### src/rtl/radix4_multiplier.sv
// radix4_multiplier
//   Sequential radix-4 Booth multiplier, one Booth digit retired per clock.
//   Both operands are widened by two bits (sign- or zero-extended) so one
//   datapath serves signed and unsigned products. That gives WIDTH/2+1
//   digits and the same number of EXEC cycles.
//
// Ports
//   clk          rising-edge clock
//   reset_n      asynchronous active-low reset
//   multiplier   operand A, latched on an accepted op_start
//   multiplicand operand B, latched on an accepted op_start
//   op_signed    1 = two's-complement operands, latched with the operands
//   op_start     start request, accepted only in IDLE with op_clear low
//   op_clear     synchronous abort/clear, wins over everything else
//   op_busy      high while in EXEC
//   op_done      high while in DONE
//   result       registered product, zero except in DONE
module radix4_multiplier #(
    parameter int WIDTH = 32
) (
    input  logic               clk,
    input  logic               reset_n,
    input  logic [WIDTH-1:0]   multiplier,
    input  logic [WIDTH-1:0]   multiplicand,
    input  logic               op_signed,
    input  logic               op_start,
    input  logic               op_clear,
    output logic               op_busy,
    output logic               op_done,
    output logic [2*WIDTH-1:0] result
);

    localparam int N_ITER = WIDTH / 2 + 1;
    localparam int EXT_W  = WIDTH + 2;       // extended operand width
    localparam int ACC_W  = EXT_W + 2;       // headroom for +/-2*B plus carry
    localparam int CNT_W  = $clog2(N_ITER + 1);

    localparam logic [1:0] ST_IDLE = 2'b00;
    localparam logic [1:0] ST_EXEC = 2'b01;
    localparam logic [1:0] ST_DONE = 2'b10;

    logic [1:0]              state_q, state_d;
    logic [CNT_W-1:0]        cnt_q;
    logic signed [EXT_W-1:0] mcand_q;
    logic [EXT_W:0]          mplr_q;         // multiplier with implicit 0 below bit 0
    logic signed [ACC_W-1:0] acc_q;          // high part of the partial product
    logic [EXT_W-1:0]        low_q;          // product bits shifted out of acc_q
    logic [2*WIDTH-1:0]      result_q;

    logic signed [ACC_W-1:0] sum;
    logic signed [ACC_W-1:0] acc_next;
    logic [EXT_W-1:0]        low_next;
    logic [2*WIDTH-1:0]      product;
    logic                    last_iter;

    function automatic logic signed [EXT_W-1:0] extend(input logic [WIDTH-1:0] v,
                                                        input logic s);
        extend = {{2{s & v[WIDTH-1]}}, v};
    endfunction

    // Booth recoding of bits {a[2i+1], a[2i], a[2i-1]} into a multiple of m.
    function automatic logic signed [ACC_W-1:0] booth_pp(input logic [2:0] bits,
                                                          input logic signed [EXT_W-1:0] m);
        logic signed [ACC_W-1:0] m_ext;
        m_ext = {{2{m[EXT_W-1]}}, m};
        case (bits)
            3'b001, 3'b010: booth_pp = m_ext;
            3'b011:         booth_pp = m_ext <<< 1;
            3'b100:         booth_pp = -(m_ext <<< 1);
            3'b101, 3'b110: booth_pp = -m_ext;
            default:        booth_pp = '0;
        endcase
    endfunction

    // Digit datapath: add the digit's multiple, then shift right two places;
    // the two bits leaving acc enter the top of low.
    always_comb begin
        sum       = acc_q + booth_pp(mplr_q[2:0], mcand_q);
        acc_next  = sum >>> 2;
        low_next  = {sum[1:0], low_q[EXT_W-1:2]};
        product   = {acc_next[WIDTH-3:0], low_next};
        last_iter = (cnt_q == CNT_W'(N_ITER - 1));
    end

    // State register
    always_ff @(posedge clk or negedge reset_n) begin
        if (!reset_n) begin
            state_q <= ST_IDLE;
        end else begin
            state_q <= state_d;
        end
    end

    // Next-state logic; clear has priority over start.
    always_comb begin
        state_d = state_q;
        if (op_clear) begin
            state_d = ST_IDLE;
        end else begin
            case (state_q)
                ST_IDLE: if (op_start) state_d = ST_EXEC;
                ST_EXEC: if (last_iter) state_d = ST_DONE;
                ST_DONE: state_d = ST_DONE;
                default: state_d = ST_IDLE;
            endcase
        end
    end

    // Output logic
    always_comb begin
        op_busy = (state_q == ST_EXEC);
        op_done = (state_q == ST_DONE);
        result  = result_q;
    end

    // Datapath registers
    always_ff @(posedge clk or negedge reset_n) begin
        if (!reset_n) begin
            cnt_q    <= '0;
            mcand_q  <= '0;
            mplr_q   <= '0;
            acc_q    <= '0;
            low_q    <= '0;
            result_q <= '0;
        end else if (op_clear) begin
            cnt_q    <= '0;
            mcand_q  <= '0;
            mplr_q   <= '0;
            acc_q    <= '0;
            low_q    <= '0;
            result_q <= '0;
        end else begin
            case (state_q)
                ST_IDLE: begin
                    if (op_start) begin
                        mcand_q  <= extend(multiplicand, op_signed);
                        mplr_q   <= {extend(multiplier, op_signed), 1'b0};
                        cnt_q    <= '0;
                        acc_q    <= '0;
                        low_q    <= '0;
                        result_q <= '0;
                    end
                end
                ST_EXEC: begin
                    acc_q  <= acc_next;
                    low_q  <= low_next;
                    mplr_q <= {2'b00, mplr_q[EXT_W:2]};
                    cnt_q  <= cnt_q + CNT_W'(1);
                    if (last_iter) begin
                        result_q <= product;
                    end
                end
                ST_DONE: begin
                    // result held until op_clear
                end
                default: begin
                    // unreachable encoding: leave nothing stale behind
                    cnt_q    <= '0;
                    acc_q    <= '0;
                    low_q    <= '0;
                    result_q <= '0;
                end
            endcase
        end
    end

endmodule

### config.mk
export PLATFORM = sky130hd
export DESIGN_NAME = radix4_multiplier
export DESIGN_NICKNAME = d
export VERILOG_FILES = /design/src/rtl/radix4_multiplier.sv
export SDC_FILE = /design/constraint.sdc
export NUM_CORES = 1
export LEC_CHECK = 0
export BUFFER_PORTS_ARGS = -buffer_cell sky130_fd_sc_hd__buf_2
export CORE_AREA = 3 3 189 117
export CTS_CLUSTER_DIAMETER = 80
export CTS_CLUSTER_SIZE = 14
export DETAILED_ROUTE_END_ITERATION = 16
export DIE_AREA = 0 0 192 120
export MAX_ROUTING_LAYER = met4
export PLACE_DENSITY = 0.87
export SLEW_MARGIN = 40
export SYNTH_ARGS = -nofsm -noshare
export SYNTH_HDL_FRONTEND = slang
export SYNTH_SLANG_ARGS = --single-unit
### constraint.sdc
create_clock -name clk -period 6.58 [get_ports clk]
set_input_delay 0.329 -clock clk [delete_from_list [all_inputs] [get_ports clk]]
set_output_delay 0.329 -clock clk [all_outputs]
set_load 0.01 [all_outputs]
==> impl_summary.md <==
Status
The flow ran to the end, and the final reports show no timing, DRC or antenna violations.

Setup path
For the worst setup path, the data required time is 6.94 ns. On the critical path, the stage with the largest delay is an instance of or4_4. The worst setup path is captured at a register. The signal on the critical path passes through inv_1 -> ha_1 -> or3b_4 -> or4_4 -> nor2_8 -> nand3_4 -> or3_4 -> or3_4 -> xor2_1 -> a221oi_1 -> nor2_1 -> ha_1 -> a21oi_1 -> o21ai_0 -> a21o_1 -> a21o_1 -> a221oi_1 -> nand4b_1 -> a31oi_1 -> xor2_1 -> o21ai_0. The delay of the slowest critical-path stage is 0.53 ns. The number of buffers and inverters on the critical path is 1. In this design, the largest share of critical-path delay is due to simple AND/OR/NAND/NOR gates. The setup path with the least slack is of type register to register. For the worst setup path, the data arrival time is 5.93 ns.

Of all nets on the critical path, the largest fanout is 7. STA classifies the critical path startpoint as a register. The register-to-register setup slack is 1.00 ns.

Finish
The number of nets in the layout is 1,630. The proportion of layout cells with a drive suffix above 1 is 14.2%. Relative to the synthesized area, the layout overhead comes to 11.6%. 0 antenna diodes ended up in the layout. Fill cells in the final layout number 1,686.

Synthesis
Sorting the synthesized cells by area gives the leading types as dfrtp_1 (42%), nand2_1 (10%), o21ai_0 (4.5%). Sequential elements use 41.8% of the synthesized area. The synthesized netlist occupies a cell area of 12,200 um2. The top flip-flop cell by instance count after synthesis is dfrtp_1.

Yosys mapped a number of flops with a built-in enable equal to 0. The netlist uses 70 different library cells. The largest area contributor in the netlist is dfrtp_1. The share of synthesized registers carrying an async set or reset is 100%. The leading cell type by number of instances after synthesis is nand2_1.

The post-synthesis cell count is 1,441. During synthesis, Yosys emitted a total of 0 warnings. The net count after synthesis is 1,553. The mean cell area of the mapped netlist is 8.48 um2. The synthesized design contains 204 register bits. The top cell type's share of synthesized area is 41.8%.

Sorting the synthesized cells by how often they occur yields nand2_1 (339), dfrtp_1 (204), o21ai_0 (110).

Place
The final weighted congestion of routability-driven global placement is 0.958. The number of port buffers is 134. Before CTS, the worst setup slack after placement is 1.07 ns. Detailed placement finished with a half-perimeter wire length of 23,200 um.

Detailed routing
The detail-routed net length per standard cell is 18.4 um. The first TritonRoute pass finished after 6 iterations. The via total after detailed routing is 11,000.

In the final routing, the length of wire on met1 measures 15,700 um. Summed over all nets, wire length on met2 after detailed routing comes to 14,200 um. The residual DRC count is 0. The highest routing layer actually used is met4. The first routing iteration left 1,193 violations. In this run the remaining antenna-violating nets after routing total 0.

The routed design uses 2480 um of met3 wire. After detailed routing, the number of vias per cell comes to 6.14. The post-detailed-routing wire length is 33,100 um.

Timing
The pin slew with the least headroom to its limit is 0.864 ns. The total negative slack for setup checks is 0 ns. The post-route minimum period is 5.58 ns. The smallest hold slack is 0.0758 ns. The number of pins exceeding their max-slew limit in the final report is 0. Headroom to the max-slew limit came out at 41.8%. The worst-case setup margin in the final layout is 1.00 ns. Setup violations remaining at the end of the flow were counted as 0. On the final layout, the worst clock skew is 0.0314 ns. The share of the clock period used by the worst path after layout is 84.8%.

Based on the critical path, the design can be clocked at up to 179 MHz. Setup repair after global routing left no endpoint under its margin. The final-report hold violation count is 0.

CTS
At the later pin of the worst-skew pair, clock insertion delay measures 0.51 ns. The longest clock path from root to sink contains 3 buffers. The number of buffers added by the clock tree synthesis step is 18. The buffer cell driving the clock tree root is clkbuf_16. After clock tree synthesis, the clock-pin slew on the worst setup and hold paths is 0.08 ns. After clock tree synthesis, the setup repair step added 0 buffers.

Buffers inserted to repair hold after CTS numbered 1. TritonCTS built the clock tree. The count of H-tree levels built during CTS is 1. In this run, post-CTS repair resized a total of 0 instances. The clock drives 204 sinks.

GRT
Entering global routing, the biggest net connects 77 pins. The remaining global-route overflow is 0. The first-pass GRT wire length is 53,400 um. The number of global-route vias before repair is 10,300.

The total global routing track utilization is 29.1%. The number of antenna violations at the first check in global routing is 0.

Power and ir drop
For this design the ratio of total power to cell area is 348 nW/um2. VDD sags by at most 328 uV. The leakage power total is 6.59 nW.

Run
Max-cap violations in this run came to 0.

Floorplan
The core region is 20,700 um2. Pin placement for this block handled 135 I/O pins. The vertical extent of the die is 120 um. The starting utilization of the core area is 59.1%. The die covers 23,000 um2. The width of the die is 192 um. In this run the core area contains 41 standard-cell rows.

Worst hold path
The path class of the lowest-slack min-delay path is primary input to register.
[metrics by stage]
step | area [um2] | instances | total power, mW | util (%)
after floorplan | 12200 | 1441 | 3.15 | -
final | 13600 | 1797 | 4.74 | 65.9
after detailed placement | 13100 | 1775 | 3.74 | 63.4
after global routing | 13600 | 1797 | 5.03 | 65.9
after CTS | 13600 | 1796 | 4.70 | 65.8
after global placement | 13100 | 1775 | 3.67 | 63.3
[per-layer routing]
layer,up-vias,track usage (%)
met1,5320,43.6
met2,457,41.6
met3,56,4.99
met4,0,6.14
li1,5202,-
met5,-,-
[cell type report]
cell class | count | area [um2] | area share [%]
Clock inverter | 2 | 25.0 | 0.184
Multi-Input combinational cell | 1108 | 6680 | 49.0
Clock buffer | 18 | 450 | 3.30
Timing Repair Buffer | 165 | 942 | 6.91
Inverter | 21 | 78.8 | 0.578
Tap cell | 279 | 349 | 2.56
Sequential cell | 204 | 5100 | 37.5
[worst register-to-register path: cells and delay by family (launching register included)]
kind | cells | cell delay [ns]
AO/OA/AOI/OAI | 8 | 1.78
XOR/XNOR | 2 | 0.35
adder cells (fa/ha/maj) | 2 | 0.56
buffers and inverters | 1 | 0.08
flip-flops | 1 | 0.44
AND/OR/NAND/NOR | 8 | 2.21
[cells in the final DEF (no fill, tap or decap), types with 4 or more instances in the layout]
cell type,netlist,layout
ha_1,42,41
a22oi_1,10,10
a21boi_0,6,6
dfrtp_1,204,204
nand3_1,46,46
a221oi_1,15,15
inv_1,21,21
nand2_1,339,339
a21o_1,22,21
and3_1,6,6
o31ai_1,45,45
a221o_1,5,5
a31oi_1,18,18
a22o_1,43,43
nand2b_1,10,10
o22ai_1,10,10
mux2i_1,39,39
nor2b_1,12,12
a31o_2,4,4
xor2_1,32,32
buf_2,5,133
nor2_1,89,86
buf_4,0,27
xnor2_1,35,35
o21ai_0,110,109
nand4_1,6,6
nor3_1,22,22
or3_1,6,6
clkbuf_16,0,18
and2_1,5,5
o21a_1,7,6
a21oi_1,68,66
[cell families after synthesis]
family | count (synthesis) | synth area share [%]
AO/OA/AOI/OAI | 390 | 21.0
multiplexers | 41 | 3.38
adder cells (fa/ha/maj) | 43 | 4.46
AND/OR/NAND/NOR | 566 | 20.3
flip-flops | 204 | 41.8
buffers and inverters | 129 | 4.08
XOR/XNOR | 68 | 4.94
[flip-flops by register name (all words and copies together), names as in the netlist]
name and count:
cnt_q 5, mcand_q 33, low_q 32, state_q 2, result 64, acc_q 34, mplr_q 34
[final timing paths]
check / from / to / cells after the start
hold reg to reg: result[44] / result[44] / 2
max in group asynchronous: reset_n / acc_q[11] / 3
hold / removal: multiplicand[1] / mcand_q[1] / 3
setup / recovery: mcand_q[1] / acc_q[30] / 21
setup reg to reg: mcand_q[1] / acc_q[30] / 21
min in group asynchronous: reset_n / acc_q[32] / 2
[report_power, final]
group | switching [mW] | total (mW) | internal, mW | leakage, nW
registers | 0.191 | 1.64 | 1.45 | 2.77
clock network | 0.461 | 0.952 | 0.491 | 0.233
logic | 1.37 | 2.14 | 0.768 | 3.59
(Power assumes the default switching activity.)
